===== src/rtl/ps2_pkg.sv =====
// Shared PS/2 definitions: host transmitter states, 25 MHz timing defaults, frame shape.
package ps2_pkg;

    typedef enum logic [2:0] {
        StIdle,
        StInhibit,
        StRts,
        StData,
        StAck,
        StWaitIdle,
        StDone,
        StError
    } ps2_state_e;

    // Defaults for a 25 MHz core clock.
    localparam int unsigned INHIBIT_CYCLES_DEF = 2500;    // 100 us
    localparam int unsigned RTS_CYCLES_DEF     = 25;      // 1 us
    localparam int unsigned FIRST_TIMEOUT_DEF  = 375000;  // 15 ms
    localparam int unsigned BIT_TIMEOUT_DEF    = 50000;   // 2 ms

    // Host-driven part of a frame: d0..d7, parity, stop.
    localparam int unsigned DATA_BITS   = 8;
    localparam int unsigned FRAME_FALLS = 10;

    function automatic int unsigned max2(input int unsigned a, input int unsigned b);
        return (a > b) ? a : b;
    endfunction

endpackage


===== src/rtl/ps2_line_sync.sv =====
// Two-flop synchroniser for the raw PS/2 clock and data pins plus a clock fall detector.
module ps2_line_sync (
    input  logic clk,
    input  logic reset_n,
    input  logic ps2_clk,
    input  logic ps2_dat,
    output logic clk_sync,
    output logic dat_sync,
    output logic clk_fall
);

    logic clk_meta_q, clk_sync_q, clk_prev_q;
    logic dat_meta_q, dat_sync_q;

    // Synchroniser chains; reset to the idle (released, high) bus level so no false fall.
    always_ff @(posedge clk) begin
        if (!reset_n) begin
            clk_meta_q <= 1'b1;
            clk_sync_q <= 1'b1;
            clk_prev_q <= 1'b1;
            dat_meta_q <= 1'b1;
            dat_sync_q <= 1'b1;
        end else begin
            clk_meta_q <= ps2_clk;
            clk_sync_q <= clk_meta_q;
            clk_prev_q <= clk_sync_q;
            dat_meta_q <= ps2_dat;
            dat_sync_q <= dat_meta_q;
        end
    end

    assign clk_sync = clk_sync_q;
    assign dat_sync = dat_sync_q;
    assign clk_fall = clk_prev_q & ~clk_sync_q;

endmodule


===== src/rtl/ps2_host_tx.sv =====
// PS/2 host-to-device transmitter: inhibit, request-to-send, clock out a byte, check the ack.
module ps2_host_tx
    import ps2_pkg::*;
#(
    parameter int unsigned INHIBIT_CYCLES = INHIBIT_CYCLES_DEF,
    parameter int unsigned RTS_CYCLES     = RTS_CYCLES_DEF,
    parameter int unsigned FIRST_TIMEOUT  = FIRST_TIMEOUT_DEF,
    parameter int unsigned BIT_TIMEOUT    = BIT_TIMEOUT_DEF
) (
    input  logic       clk25,
    input  logic       reset_n,
    input  logic [7:0] tx_data,
    input  logic       tx_start,
    output logic       tx_busy,
    output logic       tx_done,
    output logic       tx_error,
    input  logic       ps2_clk_i,
    input  logic       ps2_dat_i,
    output logic       ps2_clk_oe,
    output logic       ps2_dat_oe
);

    localparam int unsigned CNT_MAX =
        max2(max2(INHIBIT_CYCLES, RTS_CYCLES), max2(FIRST_TIMEOUT, BIT_TIMEOUT));
    localparam int unsigned CNT_W = $clog2(CNT_MAX + 1);
    localparam int unsigned BIT_W = $clog2(FRAME_FALLS + 1);

    ps2_state_e             state_q, state_d;
    logic [CNT_W-1:0]       cnt_q, cnt_d;
    logic [BIT_W-1:0]       bitcnt_q, bitcnt_d;
    logic [DATA_BITS+1:0]   shreg_q, shreg_d;
    logic                   dat_oe_q, dat_oe_d;
    logic                   clk_oe_q, clk_oe_d;
    logic                   busy_q, busy_d;
    logic                   done_q, done_d;
    logic                   error_q, error_d;
    logic                   clk_s, dat_s, clk_fall;

    ps2_line_sync u_sync (
        .clk      (clk25),
        .reset_n  (reset_n),
        .ps2_clk  (ps2_clk_i),
        .ps2_dat  (ps2_dat_i),
        .clk_sync (clk_s),
        .dat_sync (dat_s),
        .clk_fall (clk_fall)
    );

    // Next-state, counters, shift register and registered line/status outputs.
    always_comb begin
        state_d  = state_q;
        cnt_d    = cnt_q;
        bitcnt_d = bitcnt_q;
        shreg_d  = shreg_q;
        dat_oe_d = dat_oe_q;

        unique case (state_q)
            StIdle: begin
                if (tx_start) begin
                    shreg_d  = {1'b1, ~^tx_data, tx_data};
                    cnt_d    = CNT_W'(INHIBIT_CYCLES - 1);
                    bitcnt_d = '0;
                    state_d  = StInhibit;
                end
            end
            StInhibit: begin
                if (cnt_q == '0) begin
                    cnt_d    = CNT_W'(RTS_CYCLES - 1);
                    dat_oe_d = 1'b1;
                    state_d  = StRts;
                end else begin
                    cnt_d = cnt_q - 1'b1;
                end
            end
            StRts: begin
                // Data stays low into DATA: that is the start bit.
                if (cnt_q == '0) begin
                    cnt_d    = CNT_W'(FIRST_TIMEOUT - 1);
                    bitcnt_d = '0;
                    state_d  = StData;
                end else begin
                    cnt_d = cnt_q - 1'b1;
                end
            end
            StData: begin
                // A fall takes priority over a simultaneous timeout.
                if (clk_fall) begin
                    dat_oe_d = ~shreg_q[0];
                    shreg_d  = {1'b0, shreg_q[DATA_BITS+1:1]};
                    bitcnt_d = bitcnt_q + 1'b1;
                    cnt_d    = CNT_W'(BIT_TIMEOUT - 1);
                    if (bitcnt_q == BIT_W'(FRAME_FALLS - 1)) begin
                        state_d = StAck;
                    end
                end else if (cnt_q == '0) begin
                    state_d = StError;
                end else begin
                    cnt_d = cnt_q - 1'b1;
                end
            end
            StAck: begin
                if (clk_fall) begin
                    cnt_d   = CNT_W'(BIT_TIMEOUT - 1);
                    state_d = dat_s ? StError : StWaitIdle;
                end else if (cnt_q == '0) begin
                    state_d = StError;
                end else begin
                    cnt_d = cnt_q - 1'b1;
                end
            end
            StWaitIdle: begin
                if (clk_s && dat_s) begin
                    state_d = StDone;
                end else if (cnt_q == '0) begin
                    state_d = StError;
                end else begin
                    cnt_d = cnt_q - 1'b1;
                end
            end
            StDone, StError: begin
                cnt_d   = '0;
                state_d = StIdle;
            end
            default: begin
                state_d = StIdle;
            end
        endcase

        if (state_d == StIdle || state_d == StDone || state_d == StError) begin
            dat_oe_d = 1'b0;
        end

        clk_oe_d = (state_d == StInhibit) || (state_d == StRts);
        busy_d   = (state_d != StIdle) && (state_d != StDone) && (state_d != StError);
        done_d   = (state_d == StDone);
        error_d  = (state_d == StError);
    end

    // State and output registers with synchronous active-low reset.
    always_ff @(posedge clk25) begin
        if (!reset_n) begin
            state_q  <= StIdle;
            cnt_q    <= '0;
            bitcnt_q <= '0;
            shreg_q  <= '0;
            dat_oe_q <= 1'b0;
            clk_oe_q <= 1'b0;
            busy_q   <= 1'b0;
            done_q   <= 1'b0;
            error_q  <= 1'b0;
        end else begin
            state_q  <= state_d;
            cnt_q    <= cnt_d;
            bitcnt_q <= bitcnt_d;
            shreg_q  <= shreg_d;
            dat_oe_q <= dat_oe_d;
            clk_oe_q <= clk_oe_d;
            busy_q   <= busy_d;
            done_q   <= done_d;
            error_q  <= error_d;
        end
    end

    assign tx_busy    = busy_q;
    assign tx_done    = done_q;
    assign tx_error   = error_q;
    assign ps2_clk_oe = clk_oe_q;
    assign ps2_dat_oe = dat_oe_q;

endmodule


===== config.mk =====
export PLATFORM = sky130hd
export DESIGN_NAME = ps2_host_tx
export DESIGN_NICKNAME = d
export VERILOG_FILES = /design/src/rtl/ps2_pkg.sv /design/src/rtl/ps2_line_sync.sv /design/src/rtl/ps2_host_tx.sv
export SDC_FILE = /design/constraint.sdc
export NUM_CORES = 1
export LEC_CHECK = 0
export BUFFER_PORTS_ARGS = -buffer_cell sky130_fd_sc_hd__buf_2
export CORE_MARGIN = 2
export CORE_UTILIZATION = 60
export CTS_CLUSTER_SIZE = 25
export DETAILED_ROUTE_END_ITERATION = 12
export PLACE_DENSITY = 0.87
export SLEW_MARGIN = 10
export SYNTH_ARGS = -nofsm -noshare
export SYNTH_HDL_FRONTEND = slang
export SYNTH_HIERARCHICAL = 1
export SYNTH_SLANG_ARGS = --single-unit

===== constraint.sdc =====
create_clock -name clk25 -period 3.05 [get_ports clk25]
set_input_delay 0.305 -clock clk25 [delete_from_list [all_inputs] [get_ports clk25]]
set_output_delay 0.305 -clock clk25 [all_outputs]
set_load 0.005 [all_outputs]

==> summary.md, run 1 <==
| Metric | Value |
|---|---|
| CTS tree | `built` |
| Initial Util | `0.6290` |
| Final WS setup | `0.2467 ns` |
| Final RePlAce weighted congestion | `0.9549` |
| Die Y | `71.80 um` |
| Post-Syn Nets | `379` |
| N_diodes | `0` |
| CP endpoint kind | `flop` |
| Peak supply drop | `0.4494 mV` |
| Worst r2r path cells | `11` |
| GRT Residual Overflow | `0` |
| Rows | `24` |
| Post-synth ARST share | `0` |
| CP max-delay cell | `nor3b_1` |
| First-pass GRT wire length | `12.10 mm` |
| RSZ-0062 raised after global routing | `no` |
| Crit path max fanout | `15` |
| Filler Cell Count | `373` |
| Slew @ Worst Pin | `0.6957 ns` |
| Hold Path End | `u_sync/dat_meta_q` |
| Power Density | `820.9 nW/um^2` |
| Aggregate routed wire length | `7.241 mm` |
| Share of the synthesized area in the top cell type | `0.3339` |
| Synth cell count leaders | `46 x dfxtp_1, 43 x nor2_1, 39 x nand2_1` |
| Cts repair resizes | `0` |
| Ys Warns | `6` |
| Seq cells post-synth | `46` |
| Worst skew pair latency | `0.30 ns` |
| Initial DRC count | `373` |
| Synthesized cell area | `2758 um^2` |
| Most frequent cell after synthesis | `dfxtp_1` |
| Worst slack, placed | `0.3333 ns` |
| GR Layer Usage met2 | `0.4722` |
| Port buffer count | `17` |
| R2r endpoint | `cnt_q[0]` |
| Vias in the first global route | `2573` |
| Antenna violations before repair | `0` |
| Clk slew on worst S/H paths | `0.08 ns` |
| Placed wire-length estimate | `5.052 mm` |
| Worst hold start | `ps2_dat_i` |
| Met3 Use GR | `0.05485` |
| Max-Cap Viols | `0` |
| Die footprint | `5155 um^2` |
| CP required | `3.27 ns` |
| Slew Limit Fails | `0` |
| Multi-input combinational cell area | `1725 um^2` |
| Prevailing post-synth register cell | `dfxtp_1` |
| Synth area leader | `dfxtp_1` |
| Period utilization | `0.9191` |
| Post-CTS Setup Inserts | `0` |
| Clock Tree Buf Depth | `2` |
| CP Class | `flop to flop` |
| Internal reg-to-reg setup slack | `0.25 ns` |
| Layer with the highest usage | `met2` |
| WP data arrival | `3.02 ns` |
| Cell family with most CP delay | `simple AND/OR/NAND/NOR gates` |
| Area grow syn2layout | `9.574%` |
| Root buf cell | `clkbuf_8` |
| Start of the worst register-to-register path | `cnt_q[0]` |
| Final setup vio count | `0` |
| Largest net degree at the start of global routing | `28` |
| Core Box Area | `4384 um^2` |
| Share of layout cells above drive strength 1 | `0.1173` |
| Clock Sinks | `46` |
| Worst slew margin | `0.5356` |
| Tot GR Track Use | `0.2979` |
| Sequential Area | `920.9 um^2` |
| Critical Path Stages | `11` |
| Post-synth EDFFs | `0` |
| DR vias/cell | `6.677` |
| Crit path launch type | `flop` |
| Cells after synthesis | `360` |
| Hold-fix buffers, CTS | `0` |
| H-tree Lvls | `2` |
| ANT nets after route | `0` |
| Outcome | `finished clean` |
| Pre-Repair DR Iteration Count | `8` |
| Nets@finish | `394` |
| Sequential area share after synthesis | `0.3339` |
| Yosys cell types | `57` |
| Via count | `2851` |
| Worst Skew | `0.009598 ns` |
| Die Span X | `71.80 um` |
| Hold Crit Class | `input port to flop` |
| Fmax | `356.7 MHz` |
| Fin. Hold Viols | `0` |
| Hold Path Depth | `2` |
| Syn_area_per_cell | `7.660 um^2` |
| CTS buffer count | `5` |
| Tmin final | `2.803 ns` |
| DRC | `0` |
| Crit path from | `cnt_q[0]` |
| Met1 Use GR | `0.4000` |
| Bufs and invs on worst path | `2` |
| # IOs | `18` |
| Ranking of synthesized cells by area | `dfxtp_1 33%, nor2_1 5.9%, a21oi_1 5.8%` |
| Setup TNS | `0 ns` |
| Wire per inst | `16.96 um` |
| Leakage Power | `1.200 nW` |
| Critical Path Max Stage Delay | `0.44 ns` |
| Critical-path cell list | `inv_1 > ha_1 > nor3b_1 > nand4b_4 > nor2_4 > inv_2 > ha_1 > a31o_2 > a211oi_1 > nor3_1 > a211oi_1` |
[cells in the final DEF (no fill, tap or decap), types with 5 or more instances in the layout]
cell type,instances
o21ai_0,19
dfxtp_1,46
xnor2_1,10
nand3_1,12
ha_1,6
nand2b_1,9
nand2_1,39
o31ai_1,5
a311oi_1,11
buf_4,10
a31oi_1,6
clkbuf_8,6
nor2_1,43
nand3b_1,5
inv_1,8
a21oi_1,32
nor3_1,11
and2_1,5
buf_2,17
[final cells by class]
class,instances,area share
Multi-Input combinational cell,285,0.5710
Tap cell,52,0.02153
Clock inverter,1,0.009938
Inverter,10,0.01242
Timing Repair Buffer,27,0.05300
Clock buffer,6,0.02733
Sequential cell,46,0.3048
[through the flow]
stage,cells,utilization,area [um^2],total power (W),hold slack (ns)
after floorplan,360,-,2758,0.001687,0.3780
after global routing,427,0.6892,3022,0.002647,0.1889
after CTS,427,0.6892,3022,0.002458,0.1772
after global placement,420,0.6635,2909,0.001951,0.3927
after detailed placement,420,0.6635,2909,0.001985,0.4002
final,427,0.6892,3022,0.002481,0.1848
[kinds of logic after synthesis]
logic type / synth area share
xor+xnor: 0.03811
flops: 0.3339
mux: 0.003630
buf+inv: 0.04038
simple gates: 0.2822
fa+ha+maj: 0.03085
compound gates: 0.2709
[layer usage]
layer,wire (um),up-vias
met5,0,-
met4,243,0
met3,709,32
met2,3365,168
met1,2921,1296
li1,-,1355
[worst max path at each step]
stage | to | slack, ns
floorplan | cnt_q[0] | 0.44
global placement | cnt_q[0] | 0.50
detailed placement | cnt_q[0] | 0.33
CTS | cnt_q[0] | 0.28
global route | cnt_q[0] | 0.01
finish | cnt_q[0] | 0.25
[state kept, by name, indices dropped and copies added (netlist names)]
signal             count
ps2_dat_oe             1
u_sync/dat_meta_q      1
tx_busy                1
tx_done                1
shreg_q               10
u_sync/clk_prev_q      1
u_sync/clk_meta_q      1
cnt_q                 19
u_sync/clk_sync        1
tx_error               1
ps2_clk_oe             1
state_q                3
u_sync/dat_sync        1
bitcnt_q               4
[where the power goes]
group / switching [W] / internal, W
registers: 0.000114 / 0.000705
logic: 0.000738 / 0.000458
clock network: 0.000203 / 0.000262
total: 0.00105 / 0.00143
No activity file was read; power rests on OpenSTA's default activity.
==> inputs of run 2 (changes only) <==
--- a/config.mk
+++ b/config.mk
@@ -7,10 +7,10 @@
 export LEC_CHECK = 0
 export BUFFER_PORTS_ARGS = -buffer_cell sky130_fd_sc_hd__buf_2
 export CORE_MARGIN = 2
-export CORE_UTILIZATION = 60
+export CORE_UTILIZATION = 55
 export CTS_CLUSTER_SIZE = 25
 export DETAILED_ROUTE_END_ITERATION = 12
-export PLACE_DENSITY = 0.87
+export PLACE_DENSITY = 0.84
 export SLEW_MARGIN = 10
 export SYNTH_ARGS = -nofsm -noshare
 export SYNTH_HDL_FRONTEND = slang
==> constraint.sdc (replaced) <==
create_clock -name clk25 -period 2.2 [get_ports clk25]
set_input_delay 0.22 -clock clk25 [delete_from_list [all_inputs] [get_ports clk25]]
set_output_delay 0.22 -clock clk25 [all_outputs]
set_load 0.005 [all_outputs]
==> summary.md, run 2 (synthesis results as in run 1) <==
| Metric | Value |
|---|---|
| CTS buffer count | `5 (unchanged)` |
| Aggregate routed wire length | `7.935 mm (+9.6%)` |
| Initial Util | `0.5762 (-0.05279)` |
| Most frequent cells in the layout | `45 x buf_4, 44 x dfxtp_1, 43 x nor2_1` |
| CP endpoint kind | `flop` |
| Wire per inst | `16.60 um (-2.1%)` |
| Non-filler cells, final | `478 (+12%)` |
| Tmin final | `2.205 ns (-0.5986 ns)` |
| H-tree Lvls | `2 (unchanged)` |
| Clock Sinks | `46 (unchanged)` |
| Leakage Power | `1.412 nW (+18%)` |
| CP required | `2.41 ns (-0.86 ns)` |
| Tot GR Track Use | `0.2995 (+0.001648)` |
| N_diodes | `0 (unchanged)` |
| Crit path launch type | `flop` |
| WP data arrival | `2.42 ns (-0.60 ns)` |
| Period utilization | `1.002 (+0.08303)` |
| Fin. Hold Viols | `0 (unchanged)` |
| Antenna violations before repair | `0 (unchanged)` |
| Violated checks | `negative setup slack` |
| Clk slew on worst S/H paths | `0.09 ns (about the same)` |
| Worst skew pair latency | `0.30 ns (about the same)` |
| DR vias/cell | `6.299 (-5.7%)` |
| Nets@finish | `430 (+9.1%)` |
| Cell family with most CP delay | `simple AND/OR/NAND/NOR gates` |
| Most common cell after layout, fill and taps aside | `buf_4` |
| Final setup vio count | `1 (+1)` |
| Worst Skew | `0.01337 ns (+0.003774 ns)` |
| Critical Path Max Stage Delay | `0.53 ns (+0.09 ns)` |
| Slew Limit Fails | `0 (unchanged)` |
| ANT nets after route | `0 (unchanged)` |
| Root buf cell | `clkbuf_8` |
| Critical-path cell list | `or4_4 > nand4b_4 > nor2_4 > inv_4 > ha_4 > nor2b_4 > a31o_4 > a211oi_2 > nor3_1 > a211oi_1` |
| Max-Cap Viols | `0 (unchanged)` |
| Area grow syn2layout | `24.86%` |
| Power Density | `1137 nW/um^2 (+39%)` |
| Hold-fix buffers, CTS | `0 (unchanged)` |
| CP max-delay cell | `or4_4` |
| Pre-Repair DR Iteration Count | `5 (-3)` |
| Die footprint | `5597 um^2 (+8.6%)` |
| Placed wire-length estimate | `5.868 mm (+16%)` |
| Final RePlAce weighted congestion | `1.009 (+5.7%)` |
| CP Class | `flop to flop` |
| Hold Crit Class | `input port to flop` |
| Cell Count Post-Placement | `469 (+12%)` |
| Final WS setup | `-0.004720 ns (-0.2514 ns)` |
| Biggest registers after layout | `cnt_q (19), shreg_q (10), bitcnt_q (4)` |
| Clock Tree Buf Depth | `2 (unchanged)` |
| Final Total Pwr | `0.003916 W (+58%)` |
| RSZ-0062 raised after global routing | `yes` |
| Max reg flops | `19 (unchanged)` |
| DRC | `0 (unchanged)` |
| Largest net degree at the start of global routing | `21 (-25%)` |
| CTS tree | `built` |
| GRT Residual Overflow | `0 (unchanged)` |
| Rows | `25 (+4.2%)` |
| Peak supply drop | `0.6091 mV (+36%)` |
| Port buffer count | `17 (unchanged)` |
| Setup TNS | `-0.004720 ns (-0.004720 ns)` |
| Slew @ Worst Pin | `0.5451 ns (-0.1506 ns)` |
| Crit path max fanout | `5 (-10)` |
| Die Span X | `74.81 um (+4.2%)` |
| Initial DRC count | `343 (-8.0%)` |
| Bufs and invs on worst path | `1 (-1)` |
| Register with the most flip-flops | `cnt_q` |
| Outcome | `complete, but fails checks` |
| Die Y | `74.81 um (+4.2%)` |
| Worst slack, placed | `-0.02425 ns (-0.3575 ns)` |
| Vias in the first global route | `2678 (+4.1%)` |
| Worst slew margin | `0.6366 (+0.1010)` |
| Core Box Area | `4786 um^2 (+9.2%)` |
| Via count | `3011 (+5.6%)` |
| Share of layout cells above drive strength 1 | `0.2360 (+0.1187)` |
| First-pass GRT wire length | `12.81 mm (+5.8%)` |
| # IOs | `18 (unchanged)` |
| Fmax | `453.6 MHz (+27%)` |
-- run 2: metal layers --
| layer | vias up | routed length, um | GRT usage |
|---|---|---|---|
| met5 | - | 0 | 0 |
| met4 | 0 | 160 | 0.09127 |
| met3 | 26 | 753 | 0.06560 |
| met2 | 174 | 3753 | 0.4789 |
| met1 | 1381 | 3268 | 0.4064 |
| li1 | 1430 | - | - |
-- run 2: worst reg2reg max path: cells and delay by family, from the launching register on --
family                     cells  cell delay [ns]
and+or+nand+nor                5             1.04
adders and majority gates      1             0.15
buffers and inverters          1             0.07
AOI/OAI and AO/OA              3             0.52
DFF                            1             0.33
-- run 2: through the flow --
stage               utilization  hold slack (ns)  cell area, um^2
CTS                      0.7009          0.09698             3354
global route             0.7195           0.1056             3443
detailed placement       0.6753           0.3969             3232
floorplan                     -           0.2930             2800
finish                   0.7195           0.1009             3443
global placement         0.6753           0.3876             3232
-- run 2: path summary, 6_finish.rpt --
check | startpoint | to | slack, ns | cells past startpoint
max reg2reg | cnt_q[14] | cnt_q[0] | -0.005 | 10
min | ps2_clk_i | u_sync/clk_meta_q | 0.10 | 2
max | cnt_q[14] | cnt_q[0] | -0.005 | 10
min reg2reg | u_sync/clk_meta_q | u_sync/clk_sync | 0.41 | 1
-- run 2: where the power goes --
part	internal (W)	switching (W)	leakage [nW]
sequential	0.000979	0.000127	0.378
combinational	0.000941	0.00123	0.977
clock	0.000364	0.000280	0.0573
-- run 2: what timing repair did --
item / CTS / global route
gates resized for setup: 2 / 18
buffers inserted: 0 / 2
pin swaps: 1 / 3
endpoints found under the setup margin: 1 / 31
-- run 2: final cells by class --
type,count,area (um^2)
clock buffers,6,82.58
clock inverters,1,30.03
fillers,381,1343
inverters,10,40.04
multi-input cells,285,1841
flip-flops and latches,46,923.4
well taps,67,83.83
repair buffers,63,442.9
==> inputs of run 3 (changes only) <==
--- a/config.mk
+++ b/config.mk
@@ -10,7 +10,7 @@
 export CORE_UTILIZATION = 55
 export CTS_CLUSTER_SIZE = 25
 export DETAILED_ROUTE_END_ITERATION = 12
-export PLACE_DENSITY = 0.84
+export PLACE_DENSITY = 0.76
 export SLEW_MARGIN = 10
 export SYNTH_ARGS = -nofsm -noshare
 export SYNTH_HDL_FRONTEND = slang
==> summary.md, run 3 (synthesis results as in run 1) <==
| Metric | Value |
|---|---|
| Bufs and invs on worst path | `2 (+1)` |
| Hold Crit Class | `input port to flop` |
| Top Metal Used | `met4` |
| Slew @ Worst Pin | `0.5602 ns (+0.01506 ns)` |
| Hold Path Depth | `2 (unchanged)` |
| Clk slew on worst S/H paths | `0.09 ns (about the same)` |
| Critical Path Stages | `8 (-2)` |
| Placed wire-length estimate | `5.917 mm (+0.84%)` |
| Met3 WL | `657 um (-13%)` |
| Final Total Pwr | `0.004124 W (+5.3%)` |
| Tmin final | `2.251 ns (+0.04628 ns)` |
| Vias in the first global route | `2790 (+4.2%)` |
| Cell family with most CP delay | `simple AND/OR/NAND/NOR gates` |
| Largest net degree at the start of global routing | `21 (unchanged)` |
| CP endpoint kind | `flop` |
| N_diodes | `0 (unchanged)` |
| Biggest registers after layout | `cnt_q (19), shreg_q (10), bitcnt_q (4)` |
| Max-Cap Viols | `0 (unchanged)` |
| Die Span X | `74.81 um (unchanged)` |
| DR vias/cell | `6.283 (-0.25%)` |
| Hold-fix buffers, CTS | `0 (unchanged)` |
| Most frequent cells in the layout | `52 x buf_4, 45 x dfxtp_1, 42 x nor2_1` |
| Final WS setup | `-0.05100 ns (-0.04628 ns)` |
| CP max-delay cell | `or4_4` |
| Start of the worst register-to-register path | `cnt_q[14]` |
| Internal reg-to-reg setup slack | `-0.05 ns (-0.05 ns)` |
| Fmax | `444.2 MHz (-2.1%)` |
| Met2 routed WL | `3.956 mm (+5.4%)` |
| Rows | `25 (unchanged)` |
| GRT Residual Overflow | `0 (unchanged)` |
| Outcome | `complete, but fails checks` |
| Die Y | `74.81 um (unchanged)` |
| Clock Sinks | `46 (unchanged)` |
| Final RePlAce weighted congestion | `0.9511 (-5.8%)` |
| CP Class | `flop to flop` |
| Worst Skew | `0.008263 ns (-0.005109 ns)` |
| ANT nets after route | `0 (unchanged)` |
| Port buffer count | `17 (unchanged)` |
| Share of layout cells above drive strength 1 | `0.2452 (+0.009228)` |
| Crit path max fanout | `5 (unchanged)` |
| Worst r2r path cells | `8 (-2)` |
| DRC | `0 (unchanged)` |
| Slew Limit Fails | `0 (unchanged)` |
| Multi-input combinational cell area | `1813 um^2 (-1.5%)` |
| Register with the most flip-flops | `cnt_q` |
| Nets@finish | `438 (+1.9%)` |
| Worst hold start | `ps2_clk_i` |
| RSZ-0062 raised after global routing | `yes` |
| Critical Path Max Stage Delay | `0.53 ns (about the same)` |
| Worst slack, placed | `-0.04611 ns (-0.02186 ns)` |
| Antenna violations before repair | `0 (unchanged)` |
| First-pass GRT wire length | `13.11 mm (+2.4%)` |
| Period utilization | `1.023 (+0.02104)` |
| Tot GR Track Use | `0.3082 (+0.008681)` |
| Crit path launch type | `flop` |
| CP dominant cell by count | `buf_4` |
| Most common cell after layout, fill and taps aside | `buf_4` |
| Power Density | `1173 nW/um^2 (+3.1%)` |
| Clock Tree Buf Depth | `2 (unchanged)` |
| Final setup vio count | `7 (+6)` |
| # IOs | `18 (unchanged)` |
| Violated checks | `negative setup slack` |
| CTS buffer count | `5 (unchanged)` |
| Die footprint | `5597 um^2 (unchanged)` |
| Worst slew margin | `0.6266 (-0.01004)` |
| CTS tree | `built` |
| Aggregate routed wire length | `8.200 mm (+3.3%)` |
| CP required | `2.40 ns (about the same)` |
| H-tree Lvls | `2 (unchanged)` |
| Wl on met1 | `3.473 mm (+6.3%)` |
| Area grow syn2layout | `27.54%` |
| Filler Cell Count | `380 (-0.26%)` |
| Fin. Hold Viols | `0 (unchanged)` |
| Wire per inst | `16.84 um (+1.4%)` |
| Initial DRC count | `433 (+26%)` |
| WP data arrival | `2.45 ns (+0.03 ns)` |
| R2r endpoint | `cnt_q[16]` |
| Worst skew pair latency | `0.30 ns (about the same)` |
| Max reg flops | `19 (unchanged)` |
| Root buf cell | `clkbuf_8` |
| Hold Path End | `u_sync/clk_meta_q` |
| Initial Util | `0.5762 (unchanged)` |
| Sequential Area | `922.1 um^2 (-0.14%)` |
| Peak supply drop | `0.5832 mV (-4.2%)` |
| Core Box Area | `4786 um^2 (unchanged)` |
| Critical-path cell list | `or4_4 > nand4b_4 > buf_4 > o311ai_1 > buf_4 > or2_2 > a21oi_1 > a31o_2` |
| Pre-Repair DR Iteration Count | `5 (unchanged)` |
| Via count | `3060 (+1.6%)` |
| Leakage Power | `1.461 nW (+3.4%)` |
## run 3: final cells by class
type                            count  share of cell area
Clock buffer                        6             0.02348
Clock inverter                      2             0.01708
Inverter                           10             0.01138
Multi-Input combinational cell    285              0.5155
Sequential cell                    46              0.2622
Tap cell                           67             0.02383
Timing Repair Buffer               71              0.1466
## run 3: worst max path at each step
stage | slack [ns] | end | from
final | -0.05 | cnt_q[16] | cnt_q[14]
after global routing | -0.12 | cnt_q[0] | cnt_q[14]
after CTS | -0.05 | cnt_q[0] | cnt_q[14]
after detailed placement | -0.05 | cnt_q[0] | cnt_q[14]
after global placement | -0.002 | cnt_q[0] | cnt_q[14]
after floorplan | -0.22 | cnt_q[0] | cnt_q[14]
## run 3: power by group
part           switching (W)  total [W]  internal (W)  leakage [nW]
clock               0.000299   0.000784      0.000485        0.0714
combinational        0.00123    0.00224       0.00101          1.01
sequential          0.000123    0.00110      0.000978         0.378
total                0.00166    0.00412       0.00247          1.46
## run 3: metrics by stage
stage                     std cells   TNS [ns]  hold WS, ns    util  instance area [um^2]
after detailed placement        477    -0.1326       0.3964  0.6905                  3304
after global routing            487     -1.182       0.1121  0.7349                  3517
after floorplan                 360    -0.2179       0.2930       -                  2800
after global placement          477  -0.001858       0.3964  0.6905                  3304
after CTS                       485    -0.1267       0.1020  0.7208                  3450
final                           487    -0.1552       0.1060  0.7349                  3517
## run 3: what timing repair did
item / CTS / global route
endpoints found under the hold margin: 0 / 0
buffers inserted: 0 / 2
pin swaps: 1 / 0
gates resized for setup: 4 / 13
setup endpoints to repair: 9 / 23
## run 3: per-layer routing
layer	track usage	vias to the layer above
li1	-	1444
met3	0.05355	16
met2	0.5103	146
met1	0.4080	1454
met5	0	-
met4	0.1052	0
